$ cat config.mk
export PLATFORM = sky130hd
export DESIGN_NAME = traffic_sense_timer
export DESIGN_NICKNAME = d
export VERILOG_FILES = /design/src/rtl/traffic_sense_timer.sv
export SDC_FILE = /design/constraint.sdc
export NUM_CORES = 1
export LEC_CHECK = 0
export ABC_AREA = 0
export CAP_MARGIN = 20
export CORE_MARGIN = 2
export CORE_UTILIZATION = 40
export CTS_CLUSTER_DIAMETER = 150
export CTS_CLUSTER_SIZE = 40
export DETAILED_ROUTE_END_ITERATION = 16
export PLACE_DENSITY_LB_ADDON = 0.05
export SYNTH_ARGS = -nofsm -noshare
export SYNTH_HDL_FRONTEND = slang
export SYNTH_SLANG_ARGS = --single-unit
export TNS_END_PERCENT = 50
$ cat constraint.sdc
create_clock -name clk -period 1.5 [get_ports clk]
set_input_delay 0.225 -clock clk [delete_from_list [all_inputs] [get_ports clk]]
set_output_delay 0.225 -clock clk [all_outputs]
set_load 0.02 [all_outputs]
$ cat src/rtl/traffic_sense_timer.sv
`default_nettype none
// ============================================================================
// Module      : traffic_sense_timer
// Description : Front end for the traffic-light controller. Debounces the raw
//               car sensor into c and runs the long/short interval timers
//               selected by the controller's timer-start level st, returning
//               the sticky expiry flags tl and ts.
// Ports       : clk     - clock, rising edge
//               reset   - synchronous, active-high reset
//               car_raw - raw, asynchronous car-sensor level
//               st      - timer select: 1 = short interval, 0 = long interval
//               c       - debounced car-present flag
//               tl      - long interval expired (sticky in long mode)
//               ts      - short interval expired (sticky in short mode)
//               mode    - current timer mode, 0 = long, 1 = short
// Revision    : 1.0 - initial release
// ============================================================================
module traffic_sense_timer #(
    parameter int CNT_W        = 16,
    parameter int LONG_CYCLES  = 1000,
    parameter int SHORT_CYCLES = 200,
    parameter int DB_W         = 4,
    parameter int DB_CYCLES    = 8
) (
    input  logic clk,
    input  logic reset,
    input  logic car_raw,
    input  logic st,
    output logic c,
    output logic tl,
    output logic ts,
    output logic mode
);

    localparam logic [CNT_W-1:0] c_LONG_LAST  = CNT_W'(LONG_CYCLES - 1);
    localparam logic [CNT_W-1:0] c_SHORT_LAST = CNT_W'(SHORT_CYCLES - 1);
    localparam logic [DB_W-1:0]  c_DB_LAST    = DB_W'(DB_CYCLES - 1);

    typedef enum logic [1:0] {
        S_LONG_WAIT  = 2'd0,
        S_LONG_DONE  = 2'd1,
        S_SHORT_WAIT = 2'd2,
        S_SHORT_DONE = 2'd3
    } state_t;

    // ------------------------------------------------------------------------
    // Interval timer
    // ------------------------------------------------------------------------
    state_t           r_state;
    state_t           w_state_nxt;
    logic [CNT_W-1:0] r_cnt;
    logic [CNT_W-1:0] w_cnt_nxt;
    logic             w_mode_cur;
    logic             w_entry;

    assign w_mode_cur = (r_state == S_SHORT_WAIT) || (r_state == S_SHORT_DONE);

    // The counter is only ever zero between reset and the first edge after
    // release (entry loads 1 and DONE states saturate), so a zero count marks
    // the pending post-reset entry edge.
    assign w_entry = (r_cnt == '0) || (st != w_mode_cur);

    always_ff @(posedge clk) begin
        if (reset) begin
            r_state <= S_LONG_WAIT;
            r_cnt   <= '0;
        end else begin
            r_state <= w_state_nxt;
            r_cnt   <= w_cnt_nxt;
        end
    end

    always_comb begin
        w_state_nxt = r_state;
        w_cnt_nxt   = r_cnt;
        if (w_entry) begin
            // Mode switch takes priority over an expiry due on the same edge.
            w_cnt_nxt   = CNT_W'(1);
            w_state_nxt = st ? S_SHORT_WAIT : S_LONG_WAIT;
        end else begin
            case (r_state)
                S_LONG_WAIT: begin
                    if (r_cnt == c_LONG_LAST) begin
                        w_state_nxt = S_LONG_DONE;
                    end else begin
                        w_cnt_nxt = r_cnt + CNT_W'(1);
                    end
                end
                S_SHORT_WAIT: begin
                    if (r_cnt == c_SHORT_LAST) begin
                        w_state_nxt = S_SHORT_DONE;
                    end else begin
                        w_cnt_nxt = r_cnt + CNT_W'(1);
                    end
                end
                default: begin
                    // DONE states: counter saturates, flag held.
                    w_state_nxt = r_state;
                    w_cnt_nxt   = r_cnt;
                end
            endcase
        end
    end

    // Outputs decode the state register only; no input reaches them
    // combinationally.
    assign mode = w_mode_cur;
    assign tl   = (r_state == S_LONG_DONE);
    assign ts   = (r_state == S_SHORT_DONE);

    // ------------------------------------------------------------------------
    // Car-sensor synchronizer and debounce
    // ------------------------------------------------------------------------
    logic            r_sync1;
    logic            r_sync2;
    logic [DB_W-1:0] r_db_cnt;
    logic            r_c;

    always_ff @(posedge clk) begin
        if (reset) begin
            r_sync1  <= 1'b0;
            r_sync2  <= 1'b0;
            r_db_cnt <= '0;
            r_c      <= 1'b0;
        end else begin
            r_sync1 <= car_raw;
            r_sync2 <= r_sync1;
            if (r_sync2 == r_c) begin
                // Any return to the accepted level restarts the qualification.
                r_db_cnt <= '0;
            end else if (r_db_cnt == c_DB_LAST) begin
                r_c      <= r_sync2;
                r_db_cnt <= '0;
            end else begin
                r_db_cnt <= r_db_cnt + DB_W'(1);
            end
        end
    end

    assign c = r_c;

endmodule
`default_nettype wire
== After elaboration in Yosys (flattened, before gate mapping) ==
Cells that the tools add are included.
Storage, ports and cells
  register bits: 25
  latch bits: 0
  memory bits (writable): 0
  bits in read-only memories: 0
  input bits: 4
  output and inout port bits: 4
  logic and storage cells: 45
  memories: 0
Operators by class
  add/sub/neg operators: 2
  $mul: 0
  div/mod/pow operators: 0
  order comparisons: 0
  equal/unequal tests: 14
  shift-type cells: 0
  muxes and demuxes: 9
  bitwise logic cells: 1
  reduce and logical (&&, ||, !) cells: 12
Operators with widths (count)
  16-bit 2-to-1 mux: 2
  16-bit one-hot mux with 2 select lines: 1
  16-bit by 1-bit adder with 16-bit output, second input constant: 1
  16-bit by 10-bit equality test with 1-bit output, second input constant: 1
  16-bit by 8-bit equality test with 1-bit output, second input constant: 1
  16-bit logical NOT: 1
  3-bit inequality test, second input constant: 3
  3-bit AND reduction: 3
  2-bit 2-to-1 mux: 4
  4-bit by 1-bit adder with 4-bit output, second input constant: 1
  2-bit equality test, second input constant: 2
  4-bit by 3-bit equality test with 1-bit output, second input constant: 1
  2-bit inequality test, second input constant: 2
  2-bit one-hot mux with 2 select lines: 1
  3-bit by 2-bit inequality test with 1-bit output, second input constant: 1
  3-bit nonzero test: 1
  3-bit OR reduction: 1
  2-bit by 1-bit equality test with 1-bit output, second input constant: 1
  2-bit logical NOT: 1
  1-bit logical OR: 2
  2-bit AND reduction: 1
  2-bit nonzero test: 1
  2-bit OR reduction: 1
  1-bit equality test: 1
  3 further kinds: 3

== Depth between registers and ports, before layout ==
  word-level depth: 6
  mapped depth: 7
  depth with buffers taken out: 6

== Worst setup path after synthesis ==
Ideal clock, no wire load.
  path type: reg2reg
  start: reg r_cnt[0]
  end: reg r_cnt[3]
  library setup time: 0.067 ns
  arrival time: 1.539 ns
  data required time: 1.433 ns
  slack: -0.105 ns
  stages on the path, launching flop included: 6
  buffers on the path: 0
  clock period less this slack: 1.605 ns
  cell sequence: dfxtp_1 > ha_1 > and4_1 > o2111a_2 > or4_4 > a21oi_2
On the way
  word-level cells in the longest chain between the ends: 3
  elaborated cells on any way between the ends: 12
  those cells by class: 1 x add/sub; 4 x eq/ne; 3 x mux; 4 x reduce/logical
Ends and longest elaborated chain
  from (decl): RTL line 51  | logic [CNT_W-1:0] r_cnt;
  from (signal assigned): RTL line 69  | r_cnt <= w_cnt_nxt;
  16-bit by 1-bit adder with 16-bit output (tied with other cells): RTL line 86, 93
  16-bit 2-to-1 mux (tied with other cells): RTL line 90  | if (r_cnt == c_SHORT_LAST) begin
  16-bit one-hot mux with 2 select lines (tied with other cells): RTL line 81  | case (r_state)
Parallel ways exist; a longest one is shown, timed or not. The select of a mux whose other input is x is not followed.
A chain may end at the register's enable or synchronous reset.

== Final worst setup path ==
  start: reg r_cnt[0]
  end: reg r_cnt[0]
On the way
  word-level cells in the longest chain between the ends: 4
  elaborated cells on any way between the ends: 13
  those cells by class: 1 x add/sub; 4 x eq/ne; 4 x mux; 4 x reduce/logical
Ends and longest elaborated chain (RTL line)
  16-bit by 1-bit adder with 16-bit output / 16-bit logical NOT (equally long branches): 86, 93, 61
  16-bit 2-to-1 mux (tied with other cells): 90
  16-bit one-hot mux with 2 select lines (tied with other cells): 81
  1-bit 2-to-1 mux / 3-bit AND reduction (equally long branches)
Parallel ways exist; a longest one is shown, timed or not. The select of a mux whose other input is x is not followed.

==> run_results.csv <==
group,metric,value,unit
cells_and_area,most_common_cell_after_layout_fill_and_taps_aside,"sky130_fd_sc_hd__buf_4",
synthesis,share_of_the_synthesized_area_in_compound_gates_ao_oa_aoi_oai,7.038,%
critical_path,timing.critical_path.fanout_max,5,
power,total_switching_power,253.8,µW
run_status,outcome,"complete, but fails checks",
synthesis,syn_avg_cell_area,8.823,µm²
cells_and_area,finalNetCount,174,
synthesis,seq_area_frac_synth,42.02,%
global_routing,global_route.usage.met1,23.84,%
synthesis,synthCells,135,
power,comb_power_share,8.1,%
run_status,violations_in_the_final_reports,"negative setup slack",
synthesis,syn_nets,142,
sta,layout_setup_ws,-0.007911,ns
power,p_leak,0.0005933,µW
synthesis,yosysWarningCount,0,
drt,drc,0,
cts,cts_buffer_depth,2,
run,drv.max_cap_violation_count,0,
cts,cts_buffers,3,
cts,tritoncts_clock_tree,"done",
worst_hold_path,hold_depth,2,
worst_hold_path,holdCritPathClass,"input port to flop",
cts,cts_hold_buf,0,
die,design.portCount,8,
sta,final_min_period_over_clock_period,100.5,%
cells_and_area,areaGrowthSynthToFinish,33.30,%
synthesis,synth_xor_xnor_area_share,9.559,%
critical_path,timing.critical_path.to_type,"flop",
sta,tightestPinTransition,0.3692,ns
sta,max_clock_freq,0.6632,GHz
global_routing,grt_pass1_vias,969,
die,chipHeight,58.57,µm
placement,gpl.final_weighted_congestion,0.7478,
cts,root_buffer,"sky130_fd_sc_hd__clkbuf_4",
power,internal_power,819.9,µW
die,initial_core_util,42.82,%
die,core-area,2781,µm²
power,cellPowerDensity,676.2,nW/µm²
power,clkPwrFrac,28.6,%
cts,worst_setup_hold_path_clk_slew,0.14,ns
power,totalPowerFinal,1074,µW
critical_path,data_required_time_at_the_worst_endpoint,1.76,ns
placement,dpl-instance-area,1479,µm²
die,floorplan.die.width,58.57,µm
sta,report.final.slew_viol_count,0,
cells_and_area,final_layout_size_suffix_gt1_share,31.33,%
global_routing,overflow,0,
synthesis,dominant_combinational_cell_family_by_area_after_synthesis,"simple AND/OR/NAND/NOR gates",
drt,drt_first_iter_violations,24,
drt,routed-via-count,1031,
drt,ant_nets,0,
synthesis,netlist_area,1191,µm²
placement,hpwlAfterDp,1.841,mm
global_routing,globalRouteTotalUtil,16.75,%
drt,dr.pass1.iters,4,
die,die-area,3430,µm²
die,rows,19,
sta,setup-violations-final,2,
sta,worst_setup_skew_after_layout,0.002264,ns
critical_path,critical_path_arrival,1.76,ns
sta,hold_violations,0,
power,ir_drop,460.1,µV
drt,post_drt_via_cell_ratio,5.234,
cts,cts.sink_count,25,
power,sw_frac_of_total,23.64,%
global_routing,grt_antenna_before_repair,0,
synthesis,synth_mux_area_share,1.681,%
global_routing,grt_pass1_wl,4.374,mm
global_routing,grt_busiest_layer,"met2",
critical_path,setup.worst_path.class,"flop to flop",
sta,setup_repair_after_global_routing_missed_its_margin,"yes",
critical_path,rr_worst_depth,5,
cts,worstSkewPairLatency,0.32,ns
sta,min_period,1.508,ns
sta,max_slew_margin,75.13,%
global_routing,grt_max_degree,16,
cells_and_area,num_antenna_cells,0,
cells_and_area,layout.cell_area.non_filler,1588,µm²
drt,wl_per_cell,13.23,µm
global_routing,gr-usage-met2,24.08,%
cts,ctsHtreeMaxLevel,1,
drt,finalWirelength,2.607,mm
power,sequentialPowerShare,63.3,%
critical_path,start_kind,"flop",
synthesis,synth_cell_types,34,
global_routing,grt.met3_usage,2.637,%
synthesis,count_of_state_elements_after_synthesis,25,
placement,port_buffers,7,
synthesis,post_synth_fa_ha_maj_area_fraction,3.151,%
cells_and_area,commonest_cells_after_routing_fill_and_taps_aside,"sky130_fd_sc_hd__buf_4, sky130_fd_sc_hd__nor2_1, sky130_fd_sc_hd__dfxtp_1",
synthesis,basic_gate_share_of_the_synthesized_area_counting_and_or_nand_and_nor_cells,31.62,%
[registers in the layout, indices dropped and copies added (netlist names)]
name      count
r_cnt        16
r_db_cnt      4
r_state       2
r_sync2       1
r_sync1       1
c             1
[cell usage after synthesis]
cell | count | area share, %
sky130_fd_sc_hd__a21oi_1 | 4 | 1.7
sky130_fd_sc_hd__a311oi_1 | 1 | 0.74
sky130_fd_sc_hd__and4_2 | 1 | 0.84
sky130_fd_sc_hd__nand4_1 | 7 | 3.7
sky130_fd_sc_hd__and4b_1 | 2 | 1.7
sky130_fd_sc_hd__nand2_1 | 7 | 2.2
sky130_fd_sc_hd__xor2_1 | 3 | 2.2
sky130_fd_sc_hd__or3_2 | 1 | 0.63
sky130_fd_sc_hd__and2_1 | 1 | 0.53
sky130_fd_sc_hd__nor3_1 | 6 | 2.5
sky130_fd_sc_hd__and4_1 | 1 | 0.74
sky130_fd_sc_hd__nor2_1 | 18 | 5.7
sky130_fd_sc_hd__or3_1 | 3 | 1.6
sky130_fd_sc_hd__or4_4 | 1 | 0.95
sky130_fd_sc_hd__nand3_1 | 6 | 2.5
sky130_fd_sc_hd__clkbuf_1 | 3 | 0.95
sky130_fd_sc_hd__nor4_1 | 4 | 2.1
sky130_fd_sc_hd__and3_1 | 2 | 1.1
sky130_fd_sc_hd__nor4b_1 | 2 | 1.5
sky130_fd_sc_hd__dfxtp_1 | 25 | 42
sky130_fd_sc_hd__inv_1 | 4 | 1.3
sky130_fd_sc_hd__nor2b_1 | 4 | 2.1
sky130_fd_sc_hd__buf_6 | 2 | 1.9
sky130_fd_sc_hd__o2111a_2 | 1 | 1.1
sky130_fd_sc_hd__nand3b_1 | 1 | 0.63
sky130_fd_sc_hd__buf_2 | 2 | 0.84
sky130_fd_sc_hd__a21oi_2 | 1 | 0.74
sky130_fd_sc_hd__ha_1 | 3 | 3.2
sky130_fd_sc_hd__xnor2_1 | 10 | 7.4
sky130_fd_sc_hd__o21ai_0 | 4 | 1.7
sky130_fd_sc_hd__a31oi_1 | 1 | 0.53
sky130_fd_sc_hd__nand4b_1 | 1 | 0.74
sky130_fd_sc_hd__o31ai_1 | 1 | 0.63
sky130_fd_sc_hd__mux2i_1 | 2 | 1.7
[critical path: stages (launching register included)]
cell and delay (ns):
sky130_fd_sc_hd__dfxtp_4 0.39, sky130_fd_sc_hd__ha_4 0.16, sky130_fd_sc_hd__and4_1 0.19, sky130_fd_sc_hd__o2111a_2 0.17
sky130_fd_sc_hd__or3_4 0.35, sky130_fd_sc_hd__a31oi_4 0.18
[stage by stage]
step                          TNS, ns  util (%)  worst slack (ns)  std cells  hold WS (ns)
after global routing          -0.2101     57.08          -0.09522        197        0.4098
after global placement    -0.00001743     53.17       -0.00001743        192        0.4296
final                       -0.009415     57.08         -0.007911        197        0.4418
after CTS                    -0.04987     54.07          -0.04326        196        0.4316
after detailed placement    -0.009113     53.17         -0.009113        192        0.4380
after floorplan                     0         -           0.03900        135        0.2870
[cell families (layout without fill, tap and decap cells)]
family	Yosys count	in the layout
AOI/OAI and AO/OA	13	13
xor gates and xnor gates	13	13
adders and majority gates	3	3
buffers and inverters	11	42
DFF	25	25
muxes	2	2
and+or+nand+nor	68	68
[path summary, 6_finish.rpt]
| check | from | to | slack, ns |
|---|---|---|---|
| setup / recovery | r_cnt[0] | r_cnt[0] | -0.008 |
| hold reg to reg | r_sync1 | r_sync2 | 0.45 |
| hold / removal | car_raw | r_sync1 | 0.44 |
| setup reg to reg | r_cnt[0] | r_cnt[0] | -0.008 |
[power groups by stage]
stage	Combinational, µW	Clock [µW]	Sequential (µW)
after global routing	95.5	359	682
final	87.2	307	680
after floorplan	36.2	0	695
after global placement	77.7	0	696
after detailed placement	78.3	0	696
after CTS	77.4	326	682
[cell type report]
| type | instances | area, µm² |
|---|---|---|
| Clock buffer | 3 | 22.52 |
| Clock inverter | 1 | 5.005 |
| Fill cell | 263 | 1194 |
| Inverter | 4 | 15.01 |
| Multi-Input combinational cell | 99 | 709.4 |
| Sequential cell | 25 | 515.5 |
| Tap cell | 31 | 38.79 |
| Timing Repair Buffer | 34 | 281.5 |
[layer usage]
| layer | vias up | part of all wire (%) |
|---|---|---|
| li1 | 540 | - |
| met1 | 468 | 49 |
| met2 | 19 | 46 |
| met3 | 4 | 3.1 |
| met4 | 0 | 2.1 |
| met5 | - | 0 |
[repair_timing]
action                                  4_1_cts  5_1_grt
pin swaps                                     0        4
gates resized for setup                       6       19
buffers inserted                              0        1
endpoints found under the setup margin        6       11
Note: power is estimated with default switching activity, not from simulation.
